`src/rtl/uart_tx_sched_if.sv`:
```
// Bus bundle between the load/store unit, the UART TX scheduler and the UART
// transmitter. The scheduler takes the slave view; whoever drives the
// pipeline and models the transmitter takes the master view.
interface uart_tx_sched_if;
    logic        st_valid_i;
    logic [7:0]  st_data_i;
    logic        ld_valid_i;
    logic        stall_o;
    logic [31:0] status_o;
    logic        tx_start_o;
    logic [7:0]  tx_byte_o;
    logic        tx_busy_i;
    logic        tx_done_i;

    modport master (
        output st_valid_i, st_data_i, ld_valid_i, tx_busy_i, tx_done_i,
        input  stall_o, status_o, tx_start_o, tx_byte_o
    );

    modport slave (
        input  st_valid_i, st_data_i, ld_valid_i, tx_busy_i, tx_done_i,
        output stall_o, status_o, tx_start_o, tx_byte_o
    );
endinterface

```
`src/rtl/uart_tx_sched.sv`:
```
// UART transmit scheduler: buffers UART-window store bytes in a small FIFO and
// feeds them one at a time to the transmitter over a start/done handshake.
// UART-window loads return a status word. Optional build macro
// UART_TX_TIMEOUT_EN adds a WAIT_DONE watchdog with a sticky error flag.
module uart_tx_sched #(
    parameter int DEPTH   = 4,
    parameter int TIMEOUT = 1024
) (
    input logic            clk,
    input logic            rst_n,
    uart_tx_sched_if.slave bus
);
    localparam int PTR_W = $clog2(DEPTH);
    localparam int CNT_W = PTR_W + 1;

    typedef enum logic [1:0] {IDLE, START, WAIT_DONE} state_t;

    state_t           state, state_nxt;
    logic [7:0]       fifo_mem [DEPTH];
    logic [PTR_W-1:0] wr_ptr, rd_ptr;
    logic [CNT_W-1:0] count;
    logic [7:0]       tx_byte;
    logic             full, empty, push, pop, tx_start, busy;
    logic             tmo_hit, err_flag;

    assign full  = (count == CNT_W'(DEPTH));
    assign empty = (count == '0);
    // A full FIFO refuses the store even if the FSM pops this same cycle.
    assign push  = bus.st_valid_i & ~full;
    assign busy  = (state != IDLE) | ~empty;

    assign bus.stall_o    = bus.st_valid_i & full;
    assign bus.tx_start_o = tx_start;
    assign bus.tx_byte_o  = tx_byte;
    assign bus.status_o   = bus.ld_valid_i
                          ? {23'h0, 5'(count), err_flag, empty, full, busy}
                          : 32'h0;

    // State register for the drain FSM.
    always_ff @(posedge clk) begin
        if (!rst_n) state <= IDLE;
        else        state <= state_nxt;
    end

    // Drain FSM: pop in IDLE, start when the transmitter is free, wait for done.
    always_comb begin
        state_nxt = state;
        pop       = 1'b0;
        tx_start  = 1'b0;
        case (state)
            IDLE: begin
                if (!empty) begin
                    pop       = 1'b1;
                    state_nxt = START;
                end
            end
            START: begin
                if (!bus.tx_busy_i) begin
                    tx_start  = 1'b1;
                    state_nxt = WAIT_DONE;
                end
            end
            WAIT_DONE: begin
                if (bus.tx_done_i || tmo_hit) state_nxt = IDLE;
            end
            default: state_nxt = IDLE;
        endcase
    end

    // FIFO storage; contents are don't-care until written, so no reset.
    always_ff @(posedge clk) begin
        if (push) fifo_mem[wr_ptr] <= bus.st_data_i;
    end

    // FIFO pointers and occupancy; pointers wrap naturally at DEPTH.
    always_ff @(posedge clk) begin
        if (!rst_n) begin
            wr_ptr <= '0;
            rd_ptr <= '0;
            count  <= '0;
        end else begin
            if (push) wr_ptr <= wr_ptr + PTR_W'(1);
            if (pop)  rd_ptr <= rd_ptr + PTR_W'(1);
            case ({push, pop})
                2'b10:   count <= count + CNT_W'(1);
                2'b01:   count <= count - CNT_W'(1);
                default: count <= count;
            endcase
        end
    end

    // Byte handed to the transmitter, held from the pop until the next pop.
    always_ff @(posedge clk) begin
        if (!rst_n)   tx_byte <= 8'h00;
        else if (pop) tx_byte <= fifo_mem[rd_ptr];
    end

`ifdef UART_TX_TIMEOUT_EN
    localparam int TMO_W = $clog2(TIMEOUT + 1);

    logic [TMO_W-1:0] tmo_cnt;

    // Fires on the TIMEOUT-th consecutive WAIT_DONE cycle without a done pulse.
    assign tmo_hit = (state == WAIT_DONE) && !bus.tx_done_i
                  && (tmo_cnt == TMO_W'(TIMEOUT - 1));

    // Watchdog counter and sticky error flag; only reset clears the flag.
    always_ff @(posedge clk) begin
        if (!rst_n) begin
            tmo_cnt  <= '0;
            err_flag <= 1'b0;
        end else begin
            if (state == WAIT_DONE && state_nxt == WAIT_DONE) tmo_cnt <= tmo_cnt + TMO_W'(1);
            else                                               tmo_cnt <= '0;
            if (tmo_hit) err_flag <= 1'b1;
        end
    end
`else
    assign tmo_hit  = 1'b0;
    assign err_flag = 1'b0;

    // TIMEOUT only matters with the watchdog built in; legal range is >= 1.
    if (TIMEOUT < 1) begin : g_timeout_out_of_range
    end
`endif
endmodule
```
`src/flat_wrapper.sv`:
```
// flat-port wrapper written by rule: the top's interface ports become plain ports
module uart_tx_sched_flat 
#(
    parameter int DEPTH   = 4,
    parameter int TIMEOUT = 1024
)
  (clk, rst_n, bus_st_valid_i, bus_st_data_i, bus_ld_valid_i, bus_tx_busy_i, bus_tx_done_i, bus_stall_o, bus_status_o, bus_tx_start_o, bus_tx_byte_o);
  uart_tx_sched_if bus_i ();
  input logic clk;
  input logic rst_n;
  input wire logic [$bits(bus_i.st_valid_i)-1:0] bus_st_valid_i;
  input wire logic [$bits(bus_i.st_data_i)-1:0] bus_st_data_i;
  input wire logic [$bits(bus_i.ld_valid_i)-1:0] bus_ld_valid_i;
  input wire logic [$bits(bus_i.tx_busy_i)-1:0] bus_tx_busy_i;
  input wire logic [$bits(bus_i.tx_done_i)-1:0] bus_tx_done_i;
  output wire logic [$bits(bus_i.stall_o)-1:0] bus_stall_o;
  output wire logic [$bits(bus_i.status_o)-1:0] bus_status_o;
  output wire logic [$bits(bus_i.tx_start_o)-1:0] bus_tx_start_o;
  output wire logic [$bits(bus_i.tx_byte_o)-1:0] bus_tx_byte_o;
  assign bus_i.st_valid_i = bus_st_valid_i;
  assign bus_i.st_data_i = bus_st_data_i;
  assign bus_i.ld_valid_i = bus_ld_valid_i;
  assign bus_i.tx_busy_i = bus_tx_busy_i;
  assign bus_i.tx_done_i = bus_tx_done_i;
  assign bus_stall_o = bus_i.stall_o;
  assign bus_status_o = bus_i.status_o;
  assign bus_tx_start_o = bus_i.tx_start_o;
  assign bus_tx_byte_o = bus_i.tx_byte_o;
  uart_tx_sched #(.DEPTH(DEPTH), .TIMEOUT(TIMEOUT)) u_core (.clk(clk), .rst_n(rst_n), .bus(bus_i));
endmodule
```
`config.mk`:
```
export PLATFORM = sky130hd
export DESIGN_NAME = uart_tx_sched_flat
export DESIGN_NICKNAME = d
export VERILOG_FILES = /design/src/rtl/uart_tx_sched_if.sv /design/src/rtl/uart_tx_sched.sv /design/src/flat_wrapper.sv
export SDC_FILE = /design/constraint.sdc
export NUM_CORES = 1
export LEC_CHECK = 0
export CELL_PAD_IN_SITES_DETAIL_PLACEMENT = 0
export CELL_PAD_IN_SITES_GLOBAL_PLACEMENT = 2
export CORE_ASPECT_RATIO = 2
export CORE_MARGIN = 5
export CORE_UTILIZATION = 34
export CTS_BUF_LIST = sky130_fd_sc_hd__clkbuf_2 sky130_fd_sc_hd__clkbuf_4 sky130_fd_sc_hd__clkbuf_8
export CTS_CLUSTER_SIZE = 12
export DETAILED_ROUTE_END_ITERATION = 8
export HOLD_SLACK_MARGIN = 0.02
export PLACE_DENSITY_LB_ADDON = 0.1
export SYNTH_ARGS = -nofsm -noshare
export SYNTH_HDL_FRONTEND = slang
export SYNTH_SLANG_ARGS = --single-unit
export TNS_END_PERCENT = 1
```
`constraint.sdc`:
```
create_clock -name clk -period 2.5 [get_ports clk]
set_input_delay 0.5 -clock clk [delete_from_list [all_inputs] [get_ports clk]]
set_output_delay 0.5 -clock clk [all_outputs]
set_load 0.01 [all_outputs]
```
==> impl_metrics.xml, run 1 <==
<?xml version="1.0" encoding="UTF-8"?>
<metrics>
  <group name="status">
    <metric name="outcome" unit="">complete, no violations</metric>
  </group>
  <group name="global_routing">
    <metric name="antenna_violations_before_repair" unit="">0</metric>
    <metric name="grt_first_pass_wirelength" unit="um">6258</metric>
    <metric name="via_count_of_the_first_global_routing_pass" unit="">1226</metric>
    <metric name="grt_most_used_layer" unit="">met2</metric>
    <metric name="grt_max_degree" unit="">16</metric>
    <metric name="grtUsageMet3" unit="%">3.209</metric>
    <metric name="overflow" unit="">0</metric>
    <metric name="met2_usage" unit="%">18.60</metric>
    <metric name="gr-usage-met1" unit="%">9.389</metric>
    <metric name="grt_usage" unit="%">10.05</metric>
  </group>
  <group name="sta">
    <metric name="setup_viol" unit="">0</metric>
    <metric name="worst_clock_skew" unit="ns">0.01042</metric>
    <metric name="setup_repair_after_global_routing_missed_its_margin" unit="">false</metric>
    <metric name="fin_crit_sh" unit="%">91.92</metric>
    <metric name="tightestPinTransition" unit="ns">0.5788</metric>
    <metric name="clock.fmax" unit="GHz">0.4351</metric>
    <metric name="maxSlewHeadroom" unit="%">61.36</metric>
    <metric name="fin_setup_tns" unit="ns">0</metric>
    <metric name="final-hold-violation-count" unit="">0</metric>
    <metric name="timing.final.max_slew_violations" unit="">0</metric>
    <metric name="layout_min_cycle_time" unit="ns">2.298</metric>
  </group>
  <group name="cts">
    <metric name="cts_repair_resize_count" unit="">0</metric>
    <metric name="root_buffer" unit="">clkbuf_8</metric>
    <metric name="post-cts-setup-buffers" unit="">0</metric>
    <metric name="clock_tree.htree_level_count" unit="">2</metric>
    <metric name="tritoncts" unit="">yes</metric>
    <metric name="clk-insertion-delay-late" unit="ns">0.30</metric>
    <metric name="cts_hold_bufs" unit="">0</metric>
    <metric name="clk_path_buf_depth" unit="">2</metric>
    <metric name="clk_transition_reported_paths" unit="ns">0.09</metric>
    <metric name="cts.sink_count" unit="">49</metric>
    <metric name="cts_buf_count" unit="">5</metric>
  </group>
  <group name="routing">
    <metric name="routedWlPerCell" unit="um">13.91</metric>
    <metric name="dr_total_vias" unit="">1299</metric>
    <metric name="routed_wirelength" unit="um">4005</metric>
    <metric name="drt-pass1-iter-count" unit="">4</metric>
    <metric name="drcViolationCount" unit="">0</metric>
    <metric name="routed_via_density" unit="">4.510</metric>
    <metric name="detailedRoute.firstIterationViolations" unit="">27</metric>
    <metric name="drt.antenna.violating_nets" unit="">0</metric>
  </group>
  <group name="layout">
    <metric name="finalInstanceArea" unit="um^2">2670</metric>
    <metric name="num_antenna_cells" unit="">0</metric>
    <metric name="drive_gt1_share" unit="%">13.50</metric>
    <metric name="final_cell_mix" unit="">edfxtp_1, clkdlybuf4s50_1, conb_1</metric>
    <metric name="flow.area_growth_from_synthesis" unit="%">16.68</metric>
    <metric name="layout_commonest_cell" unit="">edfxtp_1</metric>
    <metric name="finish.net_count" unit="">219</metric>
  </group>
  <group name="hold_path">
    <metric name="whs_endpoint" unit="">u_core.bus.tx_byte_o[5]</metric>
    <metric name="holdCritStartpoint" unit="">u_core.bus.tx_byte_o[5]</metric>
    <metric name="min_delay_worst_type" unit="">reg -&gt; reg</metric>
    <metric name="timing.hold.worst_path_depth" unit="">2</metric>
  </group>
  <group name="synth">
    <metric name="seq_area_frac_synth" unit="%">56.86</metric>
    <metric name="netlist-cell-type-count" unit="">37</metric>
    <metric name="post_synth_inst_count" unit="">165</metric>
    <metric name="post_synth_instance_area" unit="um^2">2288</metric>
    <metric name="postSynthAreaPerCell" unit="um^2">13.87</metric>
    <metric name="yosysWarningCount" unit="">0</metric>
    <metric name="number_of_synthesized_register_bits" unit="">49</metric>
  </group>
  <group name="power">
    <metric name="switching_power" unit="mW">0.7839</metric>
    <metric name="power.density_cell_area" unit="nW/um^2">918.1</metric>
    <metric name="seq_power_share" unit="%">46.3</metric>
    <metric name="share_comb_of_total_power" unit="%">34.7</metric>
    <metric name="worst_ir_drop_vdd" unit="uV">458.8</metric>
    <metric name="power_frac_clock" unit="%">18.9</metric>
    <metric name="power.internal" unit="mW">1.668</metric>
    <metric name="sw_frac_of_total" unit="%">31.98</metric>
    <metric name="power.leakage" unit="nW">0.9710</metric>
  </group>
  <group name="setup_path">
    <metric name="destination_of_the_worst_register_to_register_timing_path" unit="">u_core.count[2]</metric>
    <metric name="critPathKind" unit="">reg -&gt; reg</metric>
    <metric name="start_kind" unit="">flop</metric>
    <metric name="crit-reg2reg-launch" unit="">u_core.count[2]</metric>
    <metric name="critPathCaptureType" unit="">flop</metric>
    <metric name="worstPathMaxFanout" unit="">7</metric>
    <metric name="worst_r2r_path_depth" unit="">8</metric>
    <metric name="worst_ep_arrival_time" unit="ns">2.52</metric>
    <metric name="critical_path_required" unit="ns">2.73</metric>
    <metric name="r2r_setup_slack" unit="ns">0.20</metric>
  </group>
  <group name="floorplan">
    <metric name="die_height" unit="um">126.0</metric>
    <metric name="die_ar" unit="um^2">8571</metric>
    <metric name="boundaryPins" unit="">56</metric>
    <metric name="core.rowCount" unit="">42</metric>
    <metric name="fp.coreArea" unit="um^2">6569</metric>
    <metric name="die_w" unit="um">68.01</metric>
    <metric name="start_util" unit="%">34.84</metric>
  </group>
  <group name="placed_design">
    <metric name="globalplace.congestion" unit="">0.6953</metric>
    <metric name="placement.cell_area" unit="um^2">2580</metric>
    <metric name="place_hpwl" unit="um">3152</metric>
    <metric name="io_buffer_count" unit="">29</metric>
  </group>
  <group name="job">
    <metric name="cap_violations" unit="">0</metric>
  </group>
</metrics>
==> worst max-delay path: stages, from the launching register on <==
cell and delay (ns):
dfxtp_1 0.43, or3b_1 0.41, nand2_1 0.09, ha_1 0.17, inv_1 0.06, fa_1 0.37
xor2_1 0.16, or3_2 0.40, a21oi_1 0.16
==> logic make-up after synthesis <==
family / share of synthesized area (%)
other: 0.1639
XOR/XNOR: 0.7656
buffers and inverters: 11.97
AO/OA/AOI/OAI: 6.999
adder cells (fa/ha/maj): 3.609
flip-flops: 56.86
multiplexers: 9.185
AND/OR/NAND/NOR: 10.44
==> flip-flops by register name, summed over array words and instances, names as in the netlist <==
signal                cells
u_core.fifo_mem          32
u_core.wr_ptr             2
u_core.bus.tx_byte_o      8
u_core.rd_ptr             2
u_core.state              2
u_core.count              3
==> power by group through the flow <==
| stage | Clock (mW) | Combinational, mW | Sequential [mW] |
|---|---|---|---|
| final | 0.464 | 0.852 | 1.14 |
| after global routing | 0.530 | 0.939 | 1.16 |
| after CTS | 0.488 | 0.876 | 1.14 |
| after detailed placement | 0 | 0.869 | 1.16 |
| after global placement | 0 | 0.859 | 1.15 |
| after floorplan | 0 | 0.595 | 1.11 |
==> synth_stat cells (all sizes together) <==
library cell,count,share of area (%)
a21boi,1,0.33
a21o,2,0.66
a21oi,7,1.7
and2,4,1.1
and3,6,2.0
and3b,1,0.38
buf,33,11
conb,1,0.16
dfxtp,17,15
edfxtp,32,42
fa,1,0.87
ha,5,2.7
inv,7,1.1
mux4,8,9.2
nand2,9,1.5
nand3,2,0.44
nor2,7,1.1
nor3,2,1.1
nor3b,1,0.33
nor4,1,0.93
o21a,1,0.33
o21ai,1,0.22
o2bb2ai,8,3.1
o31ai,1,0.33
o41ai,1,0.38
or3,1,0.33
or3b,1,0.38
or4,1,0.33
or4b,1,0.44
xor2,2,0.77
==> per-stage QoR <==
step | hold slack (ns) | setup WS, ns | power, mW | cells | util [%]
4_1_cts | 0.4681 | 0.1706 | 2.505 | 288 | 40.65
5_1_grt | 0.4852 | 0.06263 | 2.630 | 288 | 40.65
3_5_place_dp | 0.4545 | 0.06802 | 2.029 | 280 | 39.28
3_3_place_gp | 0.4494 | 0.1619 | 2.009 | 280 | 39.28
2_1_floorplan | 0.4860 | 0.2606 | 1.702 | 190 | -
6_report | 0.4615 | 0.2019 | 2.451 | 288 | 40.65
==> metal layers <==
metal  vias up  routed length (um)
li1        622                   -
met1       632                1302
met2        38                2358
met3         7                 266
met4         0                  78
met5         -                   0
==> worst max-delay path by stage <==
stage                    startpoint              end  cells after the start
global route        u_core.count[2]  u_core.count[2]                      8
CTS                 u_core.count[2]  u_core.count[2]                      8
global placement     bus_st_valid_i  u_core.count[2]                      8
floorplan           u_core.count[2]  u_core.count[2]                      9
finish              u_core.count[2]  u_core.count[2]                      8
detailed placement   bus_st_valid_i  u_core.count[2]                      8
==> final cells by class <==
class                           instances  area [um^2]
Tap cell                               88        110.1
Clock inverter                          2        13.76
Timing Repair Buffer                   35        335.3
Multi-Input combinational cell        101        807.0
Sequential cell                        49         1301
Inverter                                7        26.28
Fill cell                             663         3899
Clock buffer                            6        76.32
Note: power is estimated with default switching activity, not from simulation.
==> inputs of run 2 (changes only) <==
CORE_MARGIN = 1.5   (was 5)
==> run 2 against run 1 <==
Compared with the run above:
- final cell count is the same
- flip-flop and latch count is the same
- register-to-register slack lost 0.04 ns
- sequential share of layout area shrank 0.39 points
- utilization grew 0.32 points
- worst hold slack gained 0.00066 ns
- largest cell class unchanged
==> impl_metrics.xml, run 2 (synthesis gave the netlist of run 1 again) <==
<?xml version="1.0" encoding="UTF-8"?>
<metrics>
  <group name="setup_path">
    <metric name="critPathKind" unit="">reg -&gt; reg</metric>
    <metric name="crit-reg2reg-launch" unit="">u_core.count[2]</metric>
    <metric name="worst_ep_arrival_time" unit="ns">2.56</metric>
    <metric name="start_kind" unit="">flop</metric>
    <metric name="crit_path_top_delay_cell" unit="">dfxtp_1</metric>
    <metric name="critical_path_required" unit="ns">2.73</metric>
    <metric name="critPathCaptureType" unit="">flop</metric>
    <metric name="destination_of_the_worst_register_to_register_timing_path" unit="">u_core.count[2]</metric>
    <metric name="worstPathMaxFanout" unit="">7</metric>
    <metric name="r2r_setup_slack" unit="ns">0.16</metric>
    <metric name="timing.critical_path.slowest_cell_delay" unit="ns">0.44</metric>
    <metric name="worstPathCellList" unit="">or3b_1 &gt; nand2_1 &gt; ha_1 &gt; inv_1 &gt; fa_1 &gt; xor2_1 &gt; or3_2 &gt; a21oi_1</metric>
    <metric name="worst_r2r_path_depth" unit="">8</metric>
  </group>
  <group name="placed_design">
    <metric name="place_hpwl" unit="um">3130</metric>
    <metric name="io_buffer_count" unit="">29</metric>
    <metric name="globalplace.congestion" unit="">0.6550</metric>
  </group>
  <group name="hold_path">
    <metric name="holdCritStartpoint" unit="">u_core.bus.tx_byte_o[2]</metric>
    <metric name="whs_endpoint" unit="">u_core.bus.tx_byte_o[2]</metric>
    <metric name="timing.hold.worst_path_depth" unit="">2</metric>
    <metric name="min_delay_worst_type" unit="">reg -&gt; reg</metric>
  </group>
  <group name="floorplan">
    <metric name="fp.coreArea" unit="um^2">6569</metric>
    <metric name="core.rowCount" unit="">42</metric>
    <metric name="die_w" unit="um">61.01</metric>
    <metric name="boundaryPins" unit="">56</metric>
    <metric name="start_util" unit="%">34.84</metric>
    <metric name="die_height" unit="um">119.0</metric>
    <metric name="die_ar" unit="um^2">7261</metric>
  </group>
  <group name="sta">
    <metric name="fin_crit_sh" unit="%">93.43</metric>
    <metric name="worst_clock_skew" unit="ns">0.01085</metric>
    <metric name="clock.fmax" unit="GHz">0.4281</metric>
    <metric name="layout_min_cycle_time" unit="ns">2.336</metric>
    <metric name="tightestPinTransition" unit="ns">0.5261</metric>
    <metric name="fin_setup_tns" unit="ns">0</metric>
    <metric name="setup_repair_after_global_routing_missed_its_margin" unit="">false</metric>
    <metric name="hold_slack" unit="ns">0.4622</metric>
    <metric name="setup_viol" unit="">0</metric>
    <metric name="maxSlewHeadroom" unit="%">64.88</metric>
    <metric name="timing.final.max_slew_violations" unit="">0</metric>
    <metric name="final-hold-violation-count" unit="">0</metric>
  </group>
  <group name="cts">
    <metric name="cts_hold_bufs" unit="">0</metric>
    <metric name="root_buffer" unit="">clkbuf_8</metric>
    <metric name="clock_tree.htree_level_count" unit="">2</metric>
    <metric name="tritoncts" unit="">yes</metric>
    <metric name="cts.sink_count" unit="">49</metric>
    <metric name="post-cts-setup-buffers" unit="">0</metric>
    <metric name="cts_buf_count" unit="">5</metric>
    <metric name="clk_transition_reported_paths" unit="ns">0.08</metric>
    <metric name="clk_path_buf_depth" unit="">2</metric>
    <metric name="clk-insertion-delay-late" unit="ns">0.30</metric>
    <metric name="cts_repair_resize_count" unit="">0</metric>
  </group>
  <group name="routing">
    <metric name="routedWlPerCell" unit="um">13.87</metric>
    <metric name="drcViolationCount" unit="">0</metric>
    <metric name="routed_wirelength" unit="um">3994</metric>
    <metric name="drt.antenna.violating_nets" unit="">0</metric>
    <metric name="drt-pass1-iter-count" unit="">4</metric>
    <metric name="routed_via_density" unit="">4.368</metric>
    <metric name="dr_total_vias" unit="">1258</metric>
    <metric name="detailedRoute.firstIterationViolations" unit="">21</metric>
  </group>
  <group name="layout">
    <metric name="seqCellArea" unit="um^2">1301</metric>
    <metric name="finish.net_count" unit="">219</metric>
    <metric name="flip_flop_count_of_the_largest_register_after_layout" unit="">32</metric>
    <metric name="num_antenna_cells" unit="">0</metric>
    <metric name="layout_commonest_cell" unit="">edfxtp_1</metric>
    <metric name="flow.area_growth_from_synthesis" unit="%">17.61</metric>
    <metric name="top_register" unit="">u_core.fifo_mem</metric>
    <metric name="fillCellCount" unit="">661</metric>
    <metric name="drive_gt1_share" unit="%">13.50</metric>
    <metric name="multi_input_comb_area" unit="um^2">807.0</metric>
    <metric name="post-route-util" unit="%">40.97</metric>
    <metric name="final_cell_mix" unit="">edfxtp_1, clkdlybuf4s50_1, conb_1</metric>
  </group>
  <group name="global_routing">
    <metric name="antenna_violations_before_repair" unit="">0</metric>
    <metric name="overflow" unit="">0</metric>
    <metric name="grt_first_pass_wirelength" unit="um">6582</metric>
    <metric name="via_count_of_the_first_global_routing_pass" unit="">1335</metric>
    <metric name="grt_max_degree" unit="">16</metric>
    <metric name="grt_usage" unit="%">12.49</metric>
  </group>
  <group name="power">
    <metric name="power.density_cell_area" unit="nW/um^2">949.4</metric>
    <metric name="finalPower" unit="mW">2.555</metric>
    <metric name="power.leakage" unit="nW">0.9806</metric>
    <metric name="worst_ir_drop_vdd" unit="uV">415.5</metric>
  </group>
  <group name="status">
    <metric name="outcome" unit="">complete, no violations</metric>
  </group>
  <group name="job">
    <metric name="cap_violations" unit="">0</metric>
  </group>
</metrics>
==> run 2: changes by cell type in the layout (fill, tap and decap cells not counted), sizes merged <==
cell and change:
bufinv +1, inv -1
==> run 2: area by class of cell <==
type	count	area share, %
clock buffer	6	2.836
clock inverter	2	1.302
inverter	7	0.9763
multi-input combinational	101	29.99
sequential	49	48.35
tap	88	4.091
timing repair buffer	35	12.46
==> run 2: layer usage <==
| metal | wire length [um] | part of all wire [%] | GRT usage (%) |
|---|---|---|---|
| met2 | 2389 | 60 | 23.32 |
| met4 | 94 | 2.4 | 6.114 |
| met1 | 1414 | 35 | 11.81 |
| met3 | 95 | 2.4 | 2.714 |
| met5 | 0 | 0 | 0 |
==> run 2: where the power goes <==
group | internal, mW | total, mW | switching (mW)
Sequential | 1.00 | 1.13 | 0.131
Clock | 0.308 | 0.560 | 0.252
Combinational | 0.454 | 0.861 | 0.407
Total | 1.77 | 2.56 | 0.790
==> run 2: worst max-delay path, delay by kind of cell (launching register included) <==
kind / cells / cell delay [ns]
DFF: 1 / 0.44
AOI/OAI and AO/OA: 1 / 0.16
buffers and inverters: 1 / 0.06
xor gates and xnor gates: 1 / 0.16
adders and majority gates: 2 / 0.55
and+or+nand+nor: 3 / 0.90
==> run 2: worst max path at each step <==
stage,slack [ns],to,start
CTS,0.14,u_core.count[2],u_core.count[2]
floorplan,0.26,u_core.count[2],u_core.count[2]
global placement,0.17,u_core.count[2],bus_st_valid_i
detailed placement,0.07,u_core.count[2],bus_st_valid_i
global route,0.04,u_core.count[2],u_core.count[2]
finish,0.16,u_core.count[2],u_core.count[2]
==> run 2: stage by stage <==
step,instances,area (um^2),setup WS (ns)
CTS,288,2691,0.1421
floorplan,190,2382,0.2606
global placement,280,2580,0.1667
detailed placement,280,2580,0.06815
finish,288,2691,0.1643
global route,288,2691,0.03596
